<file path="config.mk">
export PLATFORM = sky130hd
export DESIGN_NAME = pipe_rx_lane_deskew_flat
export DESIGN_NICKNAME = d
export VERILOG_FILES = /design/src/rtl/pipe_rx_lane_deskew_if.sv /design/src/rtl/pipe_rx_lane_deskew.sv /design/src/flat_wrapper.sv
export SDC_FILE = /design/constraint.sdc
export NUM_CORES = 2
export LEC_CHECK = 0
export CORE_AREA = 2 2 510 512
export DETAILED_ROUTE_END_ITERATION = 16
export DIE_AREA = 0 0 512 514
export PLACE_DENSITY = 0.48
export SLEW_MARGIN = 20
export SYNTH_ARGS = -nofsm -noshare
export SYNTH_HDL_FRONTEND = slang
export SYNTH_SLANG_ARGS = --single-unit
</file>
<file path="constraint.sdc">
create_clock -name CLK -period 5.2 [get_ports CLK]
set_clock_uncertainty 0.05 [all_clocks]
set_input_delay 1.04 -clock CLK [delete_from_list [all_inputs] [get_ports CLK]]
set_output_delay 1.04 -clock CLK [all_outputs]
set_load 0.05 [all_outputs]
</file>
<file path="src/rtl/pipe_rx_lane_deskew_if.sv">
// PIPE RX lane bundle into the deskew buffer and the aligned bundle out of it.
// master drives the raw lanes and link control; slave is the deskew block.
interface pipe_rx_lane_deskew_if #(
    parameter int LANESNUMBER = 16,
    parameter int PIPEWIDTH   = 8,
    parameter int SKEWW       = 4
);
    logic                                  gen3_mode;
    logic [LANESNUMBER-1:0]                active_lanes;
    logic                                  realign;
    logic [PIPEWIDTH*LANESNUMBER-1:0]      RxData;
    logic [(PIPEWIDTH/8)*LANESNUMBER-1:0]  RxDataK;
    logic [LANESNUMBER-1:0]                RxDataValid;
    logic [LANESNUMBER-1:0]                RxValid;
    logic [LANESNUMBER-1:0]                RxStartBlock;
    logic [2*LANESNUMBER-1:0]              RxSyncHeader;
    logic [PIPEWIDTH*LANESNUMBER-1:0]      DeskewData;
    logic [(PIPEWIDTH/8)*LANESNUMBER-1:0]  DeskewDataK;
    logic [LANESNUMBER-1:0]                DeskewStartBlock;
    logic [2*LANESNUMBER-1:0]              DeskewSyncHeader;
    logic                                  DeskewValid;
    logic                                  deskew_aligned;
    logic                                  deskew_error;
    logic [SKEWW-1:0]                      skew_cycles;

    modport master (
        output gen3_mode, active_lanes, realign, RxData, RxDataK, RxDataValid,
               RxValid, RxStartBlock, RxSyncHeader,
        input  DeskewData, DeskewDataK, DeskewStartBlock, DeskewSyncHeader,
               DeskewValid, deskew_aligned, deskew_error, skew_cycles
    );

    modport slave (
        input  gen3_mode, active_lanes, realign, RxData, RxDataK, RxDataValid,
               RxValid, RxStartBlock, RxSyncHeader,
        output DeskewData, DeskewDataK, DeskewStartBlock, DeskewSyncHeader,
               DeskewValid, deskew_aligned, deskew_error, skew_cycles
    );
endinterface

</file>
<file path="src/rtl/pipe_rx_lane_deskew.sv">
// Multi-lane RX deskew: per-lane FIFOs are trimmed to a common alignment marker
// (COM or ordered-set block start), then popped in lockstep.
module pipe_rx_lane_deskew #(
    parameter int LANESNUMBER = 16,
    parameter int PIPEWIDTH   = 8,
    parameter int DEPTH       = 8,
    parameter int SKEWW       = $clog2(DEPTH) + 1
) (
    input logic                  CLK,
    input logic                  reset,
    pipe_rx_lane_deskew_if.slave dsk_io
);
    localparam int KW = PIPEWIDTH / 8;
    localparam int EW = PIPEWIDTH + KW + 3;
    localparam int AW = $clog2(DEPTH);
    localparam int PW = AW + 1;

    typedef enum logic [1:0] {FLUSH, SEARCH, ALIGNED} state_t;
    state_t state_q, state_d;

    // entry layout: {data, K, StartBlock, SyncHeader}
    logic [EW-1:0]              mem_q [LANESNUMBER][DEPTH];
    logic [PW-1:0]              wr_ptr_q [LANESNUMBER];
    logic [PW-1:0]              rd_ptr_q [LANESNUMBER];
    logic [EW-1:0]              head [LANESNUMBER];
    logic [LANESNUMBER-1:0]     act, act_q, wr_req, we, pop, empty, full, mk;
    logic [SKEWW-1:0]           cnt_q, cnt_d, skew_q, skew_d;
    logic [PIPEWIDTH*LANESNUMBER-1:0] data_q, data_d;
    logic [KW*LANESNUMBER-1:0]  k_q, k_d;
    logic [LANESNUMBER-1:0]     sb_q, sb_d;
    logic [2*LANESNUMBER-1:0]   sh_q, sh_d;
    logic valid_q, valid_d, err_q, err_d;
    logic emit, mismatch, overflow, force_flush, lanes_on, all_hold, all_ne, any_mk, all_mk;

    assign act         = dsk_io.active_lanes;
    assign wr_req      = act & dsk_io.RxValid & dsk_io.RxDataValid;
    assign force_flush = dsk_io.realign | (act != act_q);
    assign lanes_on    = |act;

    always_comb begin
        for (int i = 0; i < LANESNUMBER; i++) begin
            head[i]  = mem_q[i][rd_ptr_q[i][AW-1:0]];
            empty[i] = (wr_ptr_q[i] == rd_ptr_q[i]);
            full[i]  = ((wr_ptr_q[i] - rd_ptr_q[i]) == PW'(DEPTH));
            mk[i]    = !empty[i] && (dsk_io.gen3_mode ? (head[i][2] && head[i][1:0] == 2'b01)
                                                      : (head[i][3+KW +: 8] == 8'hBC && head[i][3]));
        end
    end

    assign all_hold = lanes_on && (&(mk | ~act));
    assign all_ne   = lanes_on && (&(~empty | ~act));
    assign any_mk   = |(mk & act);
    assign all_mk   = &(mk | ~act);

    always_comb begin
        state_d  = state_q;
        pop      = '0;
        emit     = 1'b0;
        mismatch = 1'b0;
        cnt_d    = cnt_q;
        skew_d   = skew_q;
        case (state_q)
            FLUSH: begin
                cnt_d   = '0;
                state_d = SEARCH;
            end
            SEARCH: begin
                pop = act & ~empty & ~mk;
                if (all_hold) begin
                    pop     = act;
                    emit    = 1'b1;
                    skew_d  = cnt_q;
                    cnt_d   = '0;
                    state_d = ALIGNED;
                end else if (|(act & mk)) begin
                    cnt_d = (&cnt_q) ? cnt_q : cnt_q + SKEWW'(1);
                end
            end
            ALIGNED: begin
                if (all_ne) begin
                    pop = act;
                    if (any_mk && !all_mk) begin
                        mismatch = 1'b1;
                    end else begin
                        emit = 1'b1;
                    end
                end
            end
            default: state_d = FLUSH;
        endcase

        // a pop in the same cycle frees the slot, so that write is not an overflow
        overflow = (state_q != FLUSH) && (|(wr_req & full & ~pop));
        we       = (state_q != FLUSH) ? (wr_req & ~(full & ~pop)) : '0;
        err_d    = overflow | mismatch;
        if (err_d || force_flush) begin
            state_d = FLUSH;
            emit    = 1'b0;
            skew_d  = skew_q;
        end

        valid_d = emit;
        data_d  = '0;
        k_d     = '0;
        sb_d    = '0;
        sh_d    = '0;
        for (int i = 0; i < LANESNUMBER; i++) begin
            if (emit && act[i]) begin
                data_d[i*PIPEWIDTH +: PIPEWIDTH] = head[i][3+KW +: PIPEWIDTH];
                k_d[i*KW +: KW]                  = head[i][3 +: KW];
                sb_d[i]                          = head[i][2];
                sh_d[2*i +: 2]                   = head[i][1:0];
            end
        end
    end

    always_ff @(posedge CLK) begin
        for (int i = 0; i < LANESNUMBER; i++) begin
            if (we[i]) begin
                mem_q[i][wr_ptr_q[i][AW-1:0]] <= {dsk_io.RxData[i*PIPEWIDTH +: PIPEWIDTH],
                                                  dsk_io.RxDataK[i*KW +: KW],
                                                  dsk_io.RxStartBlock[i],
                                                  dsk_io.RxSyncHeader[2*i +: 2]};
            end
        end
    end

    always_ff @(posedge CLK or negedge reset) begin
        if (!reset) begin
            for (int i = 0; i < LANESNUMBER; i++) begin
                wr_ptr_q[i] <= '0;
                rd_ptr_q[i] <= '0;
            end
        end else if (state_q == FLUSH) begin
            for (int i = 0; i < LANESNUMBER; i++) begin
                wr_ptr_q[i] <= '0;
                rd_ptr_q[i] <= '0;
            end
        end else begin
            for (int i = 0; i < LANESNUMBER; i++) begin
                if (we[i])  wr_ptr_q[i] <= wr_ptr_q[i] + PW'(1);
                if (pop[i]) rd_ptr_q[i] <= rd_ptr_q[i] + PW'(1);
            end
        end
    end

    always_ff @(posedge CLK or negedge reset) begin
        if (!reset) begin
            state_q <= FLUSH;
            act_q   <= '0;
            cnt_q   <= '0;
            skew_q  <= '0;
            valid_q <= 1'b0;
            err_q   <= 1'b0;
            data_q  <= '0;
            k_q     <= '0;
            sb_q    <= '0;
            sh_q    <= '0;
        end else begin
            state_q <= state_d;
            act_q   <= act;
            cnt_q   <= cnt_d;
            skew_q  <= skew_d;
            valid_q <= valid_d;
            err_q   <= err_d;
            data_q  <= data_d;
            k_q     <= k_d;
            sb_q    <= sb_d;
            sh_q    <= sh_d;
        end
    end

    assign dsk_io.DeskewData       = data_q;
    assign dsk_io.DeskewDataK      = k_q;
    assign dsk_io.DeskewStartBlock = sb_q;
    assign dsk_io.DeskewSyncHeader = sh_q;
    assign dsk_io.DeskewValid      = valid_q;
    assign dsk_io.deskew_error     = err_q;
    assign dsk_io.deskew_aligned   = (state_q == ALIGNED);
    assign dsk_io.skew_cycles      = skew_q;
endmodule

</file>
<file path="src/flat_wrapper.sv">
// flat-port wrapper written by rule: the top's interface ports become plain ports
module pipe_rx_lane_deskew_flat 
#(
    parameter int LANESNUMBER = 16,
    parameter int PIPEWIDTH   = 8,
    parameter int DEPTH       = 8,
    parameter int SKEWW       = $clog2(DEPTH) + 1
)
  (CLK, reset, dsk_io_gen3_mode, dsk_io_active_lanes, dsk_io_realign, dsk_io_RxData, dsk_io_RxDataK, dsk_io_RxDataValid, dsk_io_RxValid, dsk_io_RxStartBlock, dsk_io_RxSyncHeader, dsk_io_DeskewData, dsk_io_DeskewDataK, dsk_io_DeskewStartBlock, dsk_io_DeskewSyncHeader, dsk_io_DeskewValid, dsk_io_deskew_aligned, dsk_io_deskew_error, dsk_io_skew_cycles);
  pipe_rx_lane_deskew_if #(.LANESNUMBER(LANESNUMBER), .PIPEWIDTH(PIPEWIDTH), .SKEWW(SKEWW)) dsk_io_i ();
  input logic CLK;
  input logic reset;
  input wire logic [$bits(dsk_io_i.gen3_mode)-1:0] dsk_io_gen3_mode;
  input wire logic [$bits(dsk_io_i.active_lanes)-1:0] dsk_io_active_lanes;
  input wire logic [$bits(dsk_io_i.realign)-1:0] dsk_io_realign;
  input wire logic [$bits(dsk_io_i.RxData)-1:0] dsk_io_RxData;
  input wire logic [$bits(dsk_io_i.RxDataK)-1:0] dsk_io_RxDataK;
  input wire logic [$bits(dsk_io_i.RxDataValid)-1:0] dsk_io_RxDataValid;
  input wire logic [$bits(dsk_io_i.RxValid)-1:0] dsk_io_RxValid;
  input wire logic [$bits(dsk_io_i.RxStartBlock)-1:0] dsk_io_RxStartBlock;
  input wire logic [$bits(dsk_io_i.RxSyncHeader)-1:0] dsk_io_RxSyncHeader;
  output wire logic [$bits(dsk_io_i.DeskewData)-1:0] dsk_io_DeskewData;
  output wire logic [$bits(dsk_io_i.DeskewDataK)-1:0] dsk_io_DeskewDataK;
  output wire logic [$bits(dsk_io_i.DeskewStartBlock)-1:0] dsk_io_DeskewStartBlock;
  output wire logic [$bits(dsk_io_i.DeskewSyncHeader)-1:0] dsk_io_DeskewSyncHeader;
  output wire logic [$bits(dsk_io_i.DeskewValid)-1:0] dsk_io_DeskewValid;
  output wire logic [$bits(dsk_io_i.deskew_aligned)-1:0] dsk_io_deskew_aligned;
  output wire logic [$bits(dsk_io_i.deskew_error)-1:0] dsk_io_deskew_error;
  output wire logic [$bits(dsk_io_i.skew_cycles)-1:0] dsk_io_skew_cycles;
  assign dsk_io_i.gen3_mode = dsk_io_gen3_mode;
  assign dsk_io_i.active_lanes = dsk_io_active_lanes;
  assign dsk_io_i.realign = dsk_io_realign;
  assign dsk_io_i.RxData = dsk_io_RxData;
  assign dsk_io_i.RxDataK = dsk_io_RxDataK;
  assign dsk_io_i.RxDataValid = dsk_io_RxDataValid;
  assign dsk_io_i.RxValid = dsk_io_RxValid;
  assign dsk_io_i.RxStartBlock = dsk_io_RxStartBlock;
  assign dsk_io_i.RxSyncHeader = dsk_io_RxSyncHeader;
  assign dsk_io_DeskewData = dsk_io_i.DeskewData;
  assign dsk_io_DeskewDataK = dsk_io_i.DeskewDataK;
  assign dsk_io_DeskewStartBlock = dsk_io_i.DeskewStartBlock;
  assign dsk_io_DeskewSyncHeader = dsk_io_i.DeskewSyncHeader;
  assign dsk_io_DeskewValid = dsk_io_i.DeskewValid;
  assign dsk_io_deskew_aligned = dsk_io_i.deskew_aligned;
  assign dsk_io_deskew_error = dsk_io_i.deskew_error;
  assign dsk_io_skew_cycles = dsk_io_i.skew_cycles;
  pipe_rx_lane_deskew #(.LANESNUMBER(LANESNUMBER), .PIPEWIDTH(PIPEWIDTH), .DEPTH(DEPTH), .SKEWW(SKEWW)) u_core (.CLK(CLK), .reset(reset), .dsk_io(dsk_io_i));
endmodule
</file>
# Yosys cells after proc, flatten, opt, wreduce, memory -nomap -nowiden
# Memory sizes are Yosys's and may differ from the RTL's.
# Index checks and enable logic that the tools add are counted.
# word_totals
regBits	348
mem_bits_rw	1536
input_bits	244
output_inout_bits	199
word_cells	653
memories	1
# classes
n_addsub	49
n_lt_le_gt_ge	48
n_eq_ne	71
n_mux	245
n_bitwise	51
n_reduce_logical	146
# memory_table
memory	depth	word_bits	read_ports	rd_ports_with_merged_regs	wr	line_no	source
u_core.mem_q	16	96	16	0	16	pipe_rx_lane_deskew.sv:22	logic [EW-1:0] mem_q [LANESNUMBER][DEPTH];
# op_table
op	n
$mux 96	16
$bmux 12 s3	16
$demux 12 s3	16
$mux 12	48
$and 16x16->16	9
$mux 4	35
$add 4x1->4 const B	33
$eq 8x8->1 const B	16
$ge 4x4->1 const B	32
$mux 64	2
$mux 8	16
$not 3->4	32
$logic_and 1x1->1	84
$not 16->16	5
$mux 1	71
$reduce_bool 2->1	34
$eq 4x4->1	16
$eq 4x4->1 const B	16
$lt 4x1->1 const B	16
$sub 4x4->4	16
$mux 16	3
$reduce_or 16->1	3
$mux 2	18
$eq 2x1->1 const B	17
other kinds (19)	40

# Depth between registers and ports, before layout
# logic_depth
depth_word	22
ltp_mapped	19
ltp_nobuf	13

# Least setup slack after synthesis
# OpenSTA, ideal clock, no wires.
# synth_path
kind	register to register
startpoint	reg u_core.rd_ptr_q[1] in the netlist's numbering
endpoint	mem u_core.mem_q[0][516] in the netlist's numbering, enable pin
setup_ns	0.417
t_arrival_ns	5.333
required_time_ns	4.733
path_slack_ns	-0.601
path_stages_with_launch	18
n_path_buf	4
period_less_slack_ns	5.801
cell_sequence	dfrtp_1 clkbuf_1 buf_2 clkbuf_1 clkinv_1 ha_1 nand3_1 nor3_1 a221o_1 nor2_1 o21a_1 o2111ai_1 nor4_4 a21oi_2 buf_6 a31oi_2 nand2b_1 nor4b_1
# synth_lines
item	line_no	source
start, declared	pipe_rx_lane_deskew.sv:24	logic [PW-1:0] rd_ptr_q [LANESNUMBER];
start signal, assigned by index	pipe_rx_lane_deskew.sv:142	if (pop[i]) rd_ptr_q[i] <= rd_ptr_q[i] + PW'(1);
end, declared	pipe_rx_lane_deskew.sv:22	

==> results.py <==
metrics = {
    "die": {
        "die_area_um2": 263000,
        "die_w_um": 512,
        "die_y_um": 514,
        "rows": 187,
        "core_area_um2": 258000,
        "start_util_pct": 29.8,
        "ioPinCount": 443,
    },
    "logic_synthesis": {
        "synth_nets": 4742,
        "ys_ff_latch": 1884,
        "synth_largest_area_cell": "edfxtp_1",
        "async_flop_share_pct": 18.5,
        "synthTopCellsByArea": "edfxtp_1 60%, dfrtp_1 11%, mux4_2 11%",
        "ys.flop_type": "edfxtp_1",
        "seq_area_frac_synth_pct": 71.2,
        "synth_top_area_share_pct": 59.9,
        "syn-cell-area_um2": 77000,
        "synth_warnings": 0,
        "syn_avg_cell_area_um2": 17.4,
        "ys_types": 89,
        "synth_edf_count": 1536,
        "syn_inst": 4412,
    },
    "worst_setup_path": {
        "startpoint_type": "register",
        "startpoint": "u_core.rd_ptr_q[10]$_DFFE_PN0P_",
        "cp.required_ps": 5690,
        "critPathMaxStageDelay_ps": 770,
        "cp-end-kind": "register",
        "r2r_slack_ps": 200,
        "cp.arrival_ps": 5490,
        "slowest_stage": "dfrtp_1",
        "r2r-end": "u_core.mem_q[1][78]$_DFFE_PP_",
        "r2r_cells": 15,
        "cp.buffers_inverters": 5,
        "cp_max_fo": 12,
        "cpMostUsedCell": "buf_4",
        "path_cells": "mux4_2 > mux2i_1 > and4b_1 > o2111ai_1 > a21oi_1 > buf_4 > o221ai_2 > nor4_4 > buf_4 > buf_4 > a211oi_2 > buf_4 > or3_1 > nor3_2 > buf_12",
        "reg2reg_from": "u_core.rd_ptr_q[10]$_DFFE_PN0P_",
        "crit_family": "simple AND/OR/NAND/NOR gates",
        "critPathKind": "reg -> reg",
        "crit_cells": 15,
        "endpoint": "u_core.mem_q[1][78]$_DFFE_PP_",
    },
    "timing": {
        "finalSetupViolCount": 0,
        "rsz0062_at_grt": "false",
        "worst_slack_ps": 204,
        "slew_viol_final": 0,
        "worst_slew_pin_slew_ps": 1000,
        "worst_hold_slack_ps": 170,
        "fmax_mhz": 200,
        "hold_violations": 0,
        "post-route-period-util_pct": 96.1,
        "post-route-min-period_ps": 5000,
        "relSlewSlack_pct": 33.1,
    },
    "run": {
        "max_cap_viol_count": 0,
    },
    "route": {
        "routed-wl-met2_um": 106000,
        "ant_nets": 0,
        "wl_per_cell_um": 24.8,
        "wl_um": 221000,
        "met3WireLength_um": 12300,
        "top_layer_used": "met5",
        "wl_met1_um": 97700,
        "vias_per_cell": 4.84,
        "num_vias": 43100,
        "first_pass_iters": 6,
        "drtIter0Drc": 3497,
        "drc_errors": 0,
    },
    "place": {
        "place_ws_ps": -428,
        "place_area_um2": 89700,
        "gp_congestion": 0.781,
        "dp_hpwl_um": 159000,
        "io_buffers": 442,
        "dp.cells": 8493,
    },
    "final_layout": {
        "final_area_um2": 97100,
        "final_cells": 8904,
        "drive_gt1_share_pct": 26.2,
        "final_common_cell": "edfxtp_1",
        "most-common-layout-cells": "1536 x edfxtp_1, 440 x clkdlybuf4s50_1, 363 x mux4_2",
        "final_util_pct": 37.6,
        "syn_to_final_growth_pct": 26.1,
        "fillers": 23900,
        "finalNetCount": 5635,
    },
    "worst_hold_path": {
        "hp-class": "in -> async",
    },
    "status": {
        "status": "finished, final reports clean",
    },
    "clocking": {
        "h-tree-depth": 4,
        "cts-root-buf": "clkbuf_16",
        "cts.sinks": 1884,
        "cts_buffers": 208,
        "clock_latency_ps": 880,
        "postCtsHoldBufs": 0,
        "cts_tree": "done",
        "clockBufferDepth": 3,
        "clk_transition_reported_paths_ps": 60,
    },
    "grt": {
        "antenna_found_initial": 53,
        "grt_pass1_wl_um": 319000,
        "gr-usage-all-layers_pct": 16.6,
        "overflow": 0,
        "grt_pass1_vias": 44800,
        "grt_max_degree": 98,
    },
    "power_and_ir_drop": {
        "vdd_ir_drop_max_mv": 0.325,
        "p_leak_nw": 33.3,
        "power_density_nw_per_um2": 330,
    },
}
-- layer usage --
metal  GRT usage (%)  up-vias
met5               0        -
met4            4.18       22
met3            3.26      316
met2            27.1     1108
met1            22.7    22400
li1                -    19200
-- power by group --
| part | total [W] | switching, W | internal (W) |
|---|---|---|---|
| Combinational | 0.000621 | 0.000397 | 0.000224 |
| Sequential | 0.0163 | 0.00000264 | 0.0163 |
| Clock | 0.0151 | 0.00635 | 0.00877 |
-- state kept, by name, indices dropped and copies added, names as in the netlist --
register	flops
u_core.mem_q	1536
u_core.dsk_io.DeskewData	128
u_core.rd_ptr_q	64
u_core.wr_ptr_q	64
u_core.dsk_io.DeskewSyncHeader	32
u_core.act_q	16
u_core.dsk_io.DeskewDataK	16
u_core.dsk_io.DeskewStartBlock	16
u_core.cnt_q	4
u_core.dsk_io.skew_cycles	4
u_core.state_q	2
u_core.dsk_io.DeskewValid	1
u_core.dsk_io.deskew_error	1
-- worst min path at each step --
stage / startpoint / endpoint / slack [ps] / depth (start not counted)
after floorplan: u_core.cnt_q[1]$_DFFE_PN0P_ / u_core.cnt_q[1]$_DFFE_PN0P_ / 460 / 1
after global placement: u_core.rd_ptr_q[15]$_DFFE_PN0P_ / u_core.rd_ptr_q[15]$_DFFE_PN0P_ / 500 / 2
after detailed placement: u_core.rd_ptr_q[47]$_DFFE_PN0P_ / u_core.rd_ptr_q[47]$_DFFE_PN0P_ / 510 / 2
after CTS: reset / u_core.wr_ptr_q[27]$_DFFE_PN0P_ / 120 / 1
after global routing: reset / u_core.dsk_io.DeskewData[91]$_DFF_PN0_ / 160 / 1
final: reset / u_core.dsk_io.DeskewData[91]$_DFF_PN0_ / 170 / 1
-- final cells by class --
type	count	area (µm²)	area share, %
diodes	11	27.5	0.0284
clock buffers	277	5720	5.89
clock inverters	119	1450	1.49
inverters	110	413	0.425
multi-input cells	2207	21400	22.1
flip-flops and latches	1884	54800	56.5
well taps	3402	4260	4.39
repair buffers	894	8940	9.21
-- synth_stat cells (90+ instances only) --
library cell	instances
nor2b_1	91
nor2_1	196
nand3_1	90
inv_1	102
mux2_2	120
mux2i_1	113
clkbuf_1	106
edfxtp_1	1536
mux4_2	363
dfrtp_1	348
nand2_1	239
and3_1	118
-- metrics by stage --
step                TNS, ps  power [W]
floorplan            -21070     0.0167
global placement    -417990     0.0173
detailed placement  -365770     0.0173
CTS                       0     0.0325
global route              0     0.0332
finish                    0     0.0321
-- worst register-to-register path: stages (launching register included) --
cell and delay, ps:
dfrtp_1 770, mux4_2 430, mux2i_1 330, and4b_1 280
o2111ai_1 360, a21oi_1 310, buf_4 170, o221ai_2 180
nor4_4 250, buf_4 170, buf_4 220, a211oi_2 130
buf_4 170, or3_1 400, nor3_2 260, buf_12 190
-- cells by family after synthesis --
group                      synth area share (%)
AOI/OAI and AO/OA                          3.16
xor gates and xnor gates                  0.819
adders and majority gates                  1.40
buffers and inverters                      1.75
DFF                                        71.2
muxes                                      14.0
and+or+nand+nor                            7.61
-- repair_timing --
item,in CTS,in global routing
pin swaps,0,2
setup buffers,2,2
setup endpoints to repair,1699,549
gates resized for setup,10,20
No activity file was read; power rests on OpenSTA's default activity.
